===== src/rtl/fetch_unit_if.sv =====
// Instruction-memory request/acknowledge bus between the fetch unit and instruction memory.
// The master side (fetch unit) drives the request and address, and the slave side
// (memory model or real memory) answers with an acknowledge and the instruction word.
interface fetch_unit_if #(
   parameter int PC_W = 64
);

   logic            imem_req;
   logic [PC_W-1:0] imem_addr;
   logic            imem_ack;
   logic [31:0]     imem_rdata;

   modport master (
      output imem_req,
      output imem_addr,
      input  imem_ack,
      input  imem_rdata
   );

   modport slave (
      input  imem_req,
      input  imem_addr,
      output imem_ack,
      output imem_rdata
   );

endinterface


===== src/rtl/fetch_unit.sv =====
// LEGv8 instruction-fetch stage.
// Owns the program counter, fetches one 32-bit instruction at a time over the imem
// req/ack bus, holds it for decode until the downstream stage accepts it (stall low),
// then advances the PC by 4 or by the word-scaled branch offset chosen by pc_src.
// Throughput is at most one instruction every two cycles (FETCH + ISSUE).
//
// Optional feature, macro FETCH_TIMEOUT_EN:
//   when defined, a FETCH that waits TIMEOUT_CYC cycles without imem_ack moves the
//   unit into an absorbing ERR state and sets the sticky fetch_err flag; only rst
//   leaves ERR. When undefined, FETCH waits forever and fetch_err is tied to 0.
module fetch_unit #(
   parameter int              PC_W        = 64,
   parameter logic [PC_W-1:0] RESET_PC    = '0,
   parameter int              TIMEOUT_CYC = 16
) (
   input  logic               clk,
   input  logic               rst,
   fetch_unit_if.master       imem,
   input  logic               stall,
   input  logic               pc_src,
   input  logic [PC_W-1:0]    branch_off,
   output logic [31:0]        instr,
   output logic [10:0]        opcode,
   output logic [PC_W-1:0]    pc,
   output logic               instr_valid,
   output logic [31:0]        retired,
   output logic               fetch_err
);

   // Reject parameter values that would break PC alignment or the timeout counter.
   if (RESET_PC[1:0] != 2'b00) begin : g_bad_reset_pc
      $error("fetch_unit: RESET_PC must be word aligned");
   end
   if (TIMEOUT_CYC < 1) begin : g_bad_timeout
      $error("fetch_unit: TIMEOUT_CYC must be at least 1");
   end

`ifdef FETCH_TIMEOUT_EN
   typedef enum logic [1:0] {
      IDLE  = 2'd0,
      FETCH = 2'd1,
      ISSUE = 2'd2,
      ERR   = 2'd3
   } state_t;

   localparam int CNT_W = $clog2(TIMEOUT_CYC + 1);
   localparam logic [CNT_W-1:0] LAST_WAIT = CNT_W'(TIMEOUT_CYC - 1);

   logic [CNT_W-1:0] wait_cnt;
   logic             err_q;
`else
   typedef enum logic [1:0] {
      IDLE  = 2'd0,
      FETCH = 2'd1,
      ISSUE = 2'd2
   } state_t;
`endif

   state_t          state;
   logic [PC_W-1:0] pc_q;
   logic [31:0]     instr_q;
   logic            valid_q;
   logic            req_q;
   logic [31:0]     retired_q;
   logic [PC_W-1:0] pc_seq;
   logic [PC_W-1:0] pc_branch;

   // Candidate next PCs; the shift drops the top two offset bits and every sum
   // wraps modulo 2^PC_W, so bits [1:0] stay zero whenever the PC is aligned.
   assign pc_seq    = pc_q + PC_W'(4);
   assign pc_branch = pc_q + (branch_off << 2);

   // Fetch sequencer: IDLE -> FETCH (wait for ack) -> ISSUE (hold until accepted) -> FETCH.
   always_ff @(posedge clk or posedge rst) begin
      if (rst) begin
         state     <= IDLE;
         pc_q      <= RESET_PC;
         instr_q   <= '0;
         valid_q   <= 1'b0;
         req_q     <= 1'b0;
         retired_q <= '0;
`ifdef FETCH_TIMEOUT_EN
         wait_cnt  <= '0;
         err_q     <= 1'b0;
`endif
      end else begin
         case (state)
            IDLE: begin
               state   <= FETCH;
               req_q   <= 1'b1;
`ifdef FETCH_TIMEOUT_EN
               wait_cnt <= '0;
`endif
            end

            FETCH: begin
               if (imem.imem_ack) begin
                  instr_q <= imem.imem_rdata;
                  valid_q <= 1'b1;
                  req_q   <= 1'b0;
                  state   <= ISSUE;
               end
`ifdef FETCH_TIMEOUT_EN
               else if (wait_cnt == LAST_WAIT) begin
                  err_q   <= 1'b1;
                  req_q   <= 1'b0;
                  valid_q <= 1'b0;
                  state   <= ERR;
               end else begin
                  wait_cnt <= wait_cnt + 1'b1;
               end
`endif
            end

            ISSUE: begin
               if (!stall) begin
                  pc_q      <= pc_src ? pc_branch : pc_seq;
                  retired_q <= retired_q + 32'd1;
                  valid_q   <= 1'b0;
                  req_q     <= 1'b1;
                  state     <= FETCH;
`ifdef FETCH_TIMEOUT_EN
                  wait_cnt  <= '0;
`endif
               end
            end

`ifdef FETCH_TIMEOUT_EN
            ERR: begin
               state <= ERR;
            end
`endif

            default: begin
               state <= IDLE;
               req_q <= 1'b0;
            end
         endcase
      end
   end

   assign imem.imem_req  = req_q;
   assign imem.imem_addr = pc_q;

   assign instr       = instr_q;
   assign opcode      = instr_q[31:21];
   assign pc          = pc_q;
   assign instr_valid = valid_q;
   assign retired     = retired_q;

`ifdef FETCH_TIMEOUT_EN
   assign fetch_err = err_q;
`else
   assign fetch_err = 1'b0;
`endif

endmodule


===== src/flat_wrapper.sv =====
// flat-port wrapper written by rule: the top's interface ports become plain ports
module fetch_unit_flat 
#(
   parameter int              PC_W        = 64,
   parameter logic [PC_W-1:0] RESET_PC    = '0,
   parameter int              TIMEOUT_CYC = 16
)
  (clk, rst, stall, pc_src, branch_off, instr, opcode, pc, instr_valid, retired, fetch_err, imem_imem_req, imem_imem_addr, imem_imem_ack, imem_imem_rdata);
  fetch_unit_if #(.PC_W(PC_W)) imem_i ();
  input  logic clk;
  input  logic rst;
  input  logic stall;
  input  logic pc_src;
  input  logic [PC_W-1:0] branch_off;
  output logic [31:0] instr;
  output logic [10:0] opcode;
  output logic [PC_W-1:0] pc;
  output logic instr_valid;
  output logic [31:0] retired;
  output logic fetch_err;
  output wire logic [$bits(imem_i.imem_req)-1:0] imem_imem_req;
  output wire logic [$bits(imem_i.imem_addr)-1:0] imem_imem_addr;
  input wire logic [$bits(imem_i.imem_ack)-1:0] imem_imem_ack;
  input wire logic [$bits(imem_i.imem_rdata)-1:0] imem_imem_rdata;
  assign imem_imem_req = imem_i.imem_req;
  assign imem_imem_addr = imem_i.imem_addr;
  assign imem_i.imem_ack = imem_imem_ack;
  assign imem_i.imem_rdata = imem_imem_rdata;
  fetch_unit #(.PC_W(PC_W), .RESET_PC(RESET_PC), .TIMEOUT_CYC(TIMEOUT_CYC)) u_core (.clk(clk), .rst(rst), .imem(imem_i), .stall(stall), .pc_src(pc_src), .branch_off(branch_off), .instr(instr), .opcode(opcode), .pc(pc), .instr_valid(instr_valid), .retired(retired), .fetch_err(fetch_err));
endmodule

===== config.mk =====
export PLATFORM = sky130hd
export DESIGN_NAME = fetch_unit_flat
export DESIGN_NICKNAME = d
export VERILOG_FILES = /design/src/rtl/fetch_unit_if.sv /design/src/rtl/fetch_unit.sv /design/src/flat_wrapper.sv
export SDC_FILE = /design/constraint.sdc
export NUM_CORES = 1
export LEC_CHECK = 0
export CORE_UTILIZATION = 53
export CTS_BUF_LIST = sky130_fd_sc_hd__clkbuf_8
export DETAILED_ROUTE_END_ITERATION = 7
export HOLD_SLACK_MARGIN = 0.02
export PLACE_DENSITY = 0.9
export SKIP_LAST_GASP = 1
export SYNTH_ARGS = -nofsm -noshare
export SYNTH_HDL_FRONTEND = slang
export SYNTH_SLANG_ARGS = --single-unit

===== constraint.sdc =====
create_clock -name clk -period 10.2 [get_ports clk]
set_clock_uncertainty 0.1 [all_clocks]
set_input_delay 2.04 -clock clk [delete_from_list [all_inputs] [get_ports clk]]
set_output_delay 2.04 -clock clk [all_outputs]
set_load 0.005 [all_outputs]

==> impl_metrics.ini <==
[clock_network]
clockBufferDepth = 2
htreeDepth = 4
cts_setup_buffers = 0
clock-sinks = 129
post_cts_resized = 0
clk_latency_ps = 450
hold_buffers = 0
clock-root-buffer = clkbuf_8
cts_tree = done
cts_inserted_buffers = 17
clk_pin_slew_worst_paths_ps = 90

[worst_setup_path]
setup.worst_path.start = pc_src
crit_top_cell = o21ai_1
path_cells = clkdlybuf4s50_1 -> buf_4 -> nand2b_1 -> ha_1 -> inv_1 -> fa_1 -> nor2b_1 -> o21ai_1 -> nor4b_1 -> o21ai_2 -> a211oi_1 -> o21ai_1 -> a21o_1 -> or3_1 -> a31o_2
cp.arrival_ps = 6030
crit_path_start_kind = input port
worst_setup_path_end_kind = register
crit_path_max_incr_delay_ps = 490
worst-path-buf-inv = 3
crit_slowest_cell = a211oi_1
critical-path-top-delay-family = compound AO/OA/AOI/OAI gates
cp_max_fo = 63
crit_type = input port to register
required_ps = 10430
r2r_start = u_core.imem.imem_addr[2]

[sta]
worst_hold_slack_ps = 383
finalWorstSetupSlack_ps = 4410
worstMarginPinSlew_ps = 898
rsz0062_at_grt = false
fin_crit_sh = 0.568
setup_tns_ps = 0
setup_viol = 0
report.final.slew_viol_count = 0
max_slew_margin = 0.401
fmax_mhz = 173
period_needed_ps = 5790
hold_viol = 0

[synth]
synth.distinct_cells = 72
synth_ff_type = dfrtp_1
synthCells = 1104
yosys_warnings = 0
ys_ff_latch = 129
synth-async-reset-ratio = 1.00
avgSynthCellArea_sq_um = 8.79
yosysSeqAreaShare = 0.333
synth_edf_count = 0
synth_area_sq_mm = 0.00970

[die]
rows = 49
io_pins = 307
die_width_um = 137
fp.dieH_um = 137
initial_core_util = 0.540
die_area_sq_mm = 0.0188
coreArea_sq_mm = 0.0180

[global_routing]
grt_pass1_vias = 8355
grt_overflow_total = 0
antenna_found_initial = 1
track_usage = 0.286
grt_max_degree = 75
grt_pass1_wl_um = 41900

[flow_run]
cap_violations = 0

[pwr]
intPower_mw = 1.96
p_total_mw = 3.23
p_sw_frac = 0.392
irDropWorstVdd_v = 0.000182
p_leak_nw = 5.51
p_switching_mw = 1.26
power_frac_comb = 0.570
sequentialPowerShare = 0.279
clkPwrFrac = 0.151
p_per_area_mw_per_mm2 = 257

[routing]
first_iter_violations = 622
wirelength_um = 26400
drc_errors = 0
route.vias.total = 8770
first_pass_iters = 6
vias_per_cell = 5.68
wire_per_inst_um = 17.1
final_antenna_net_count = 0

[worst_hold_path]
hold_path_class = register to register
worstHoldStart = u_core.retired[31]

[final_layout]
syn2layout_area_growth_pct = 29.6
drive_above_1_share = 0.0693
fin_util = 0.700
finalNetCount = 1466

[place]
port_buffers = 299
dp_hpwl_um = 19800
dp_slack_ps = 3960
place.gp.congestion = 0.936

[outcome]
status = completed
[cells in the mapped netlist (12+ instances only)]
cell type / instances / area share
and2_1: 64 / 0.041
nor2_1: 45 / 0.017
dfrtp_1: 129 / 0.33
xor2_1: 27 / 0.024
inv_1: 25 / 0.0097
a21oi_1: 85 / 0.044
clkbuf_1: 26 / 0.010
buf_4: 80 / 0.062
ha_1: 62 / 0.080
buf_6: 12 / 0.014
nand2_1: 126 / 0.049
nand3_1: 27 / 0.014
and3_1: 14 / 0.0090
o21ai_0: 86 / 0.044
nand4_1: 26 / 0.017
xnor2_1: 54 / 0.049
a21o_1: 28 / 0.022
o21bai_1: 15 / 0.012
mux2_2: 33 / 0.038
[power by group through the flow]
stage	clock [mW]	sequential [mW]	combinational [mW]
4_1_cts	0.493	0.903	1.83
5_1_grt	0.518	0.931	2.02
3_5_place_dp	0	0.910	1.82
3_3_place_gp	0	0.893	1.77
6_report	0.486	0.902	1.84
2_1_floorplan	0	0.879	1.15
[sequential cells by signal (all words and copies together), names as in the netlist]
signal / cells
u_core.imem.imem_addr: 62
u_core.instr: 32
u_core.instr_valid: 1
u_core.retired: 32
u_core.state: 2
[routing by layer]
metal / share of wire / wire length, um / up-vias / global-route usage
met3: 0.068 / 1800 / 43 / 0.0684
met5: 0 / 0 / - / 0
met4: 0.022 / 583 / 0 / 0.0842
li1: - / - / 4215 / -
met1: 0.42 / 11100 / 4163 / 0.357
met2: 0.49 / 12900 / 349 / 0.488
[logic make-up (layout without fill, tap and decap cells)]
group                    Yosys count  count (layout)  share of synthesized area
AND/OR/NAND/NOR                  349             349                      0.180
AO/OA/AOI/OAI                    293             293                      0.190
buffers and inverters            154             360                      0.102
flip-flops                       129             129                      0.333
XOR/XNOR                          81              81                     0.0731
adder cells (fa/ha/maj)           63              63                     0.0820
multiplexers                      34              34                     0.0393
other                              1               6                   0.000387
[stage by stage]
step,cell area (sq um),instances
detailed placement,12200,1512
global placement,12200,1512
global route,12600,1544
finish,12600,1544
CTS,12600,1543
floorplan,9720,1108
[final cells by class]
class / instances / area [sq um]
multi-input combinational: 825 / 5510
antenna: 1 / 2.50
sequential: 129 / 3230
inverter: 25 / 96.3
clock inverter: 13 / 176
clock buffer: 18 / 248
fill: 1459 / 5390
tap: 229 / 287
timing repair buffer: 304 / 3030
[worst paths after layout]
check | end | slack, ps | cells past startpoint
worst max-delay path | u_core.imem.imem_addr[60] | 4410 | 15
worst min-delay path | u_core.retired[31] | 380 | 1
worst max register to register | u_core.imem.imem_addr[58] | 6570 | 12
worst min register to register | u_core.retired[31] | 380 | 1
max in group asynchronous | u_core.imem.imem_addr[34] | 6580 | 3
min in group asynchronous | u_core.instr[11] | 1980 | 2
[cell usage in the layout, fill, tap and decap left out, drive strengths merged, types with 4 or more instances in the layout]
cell type      netlist  final
and2                65     65
a211oi               9      9
nor4                 4      4
a211o                6      6
o31ai               10     10
o21a                 6      6
a21boi               4      4
o211ai               7      7
buf                102      5
xor2                27     27
nor2b                5      5
conb                 1      5
clkdlybuf4s50        0    299
and3                14     14
mux2                33     33
ha                  62     62
nand2              127    127
and4                 6      6
o21ai               91     91
o21bai              15     15
xnor2               54     54
nand3               27     27
nor3                11     11
clkbuf              26     18
dfrtp              129    129
a21oi               85     85
inv                 25     30
or3                  6      6
a21o                29     29
nand4               27     27
nor2                46     46
a31oi                7      7
Power figures use the tool's default switching activity.
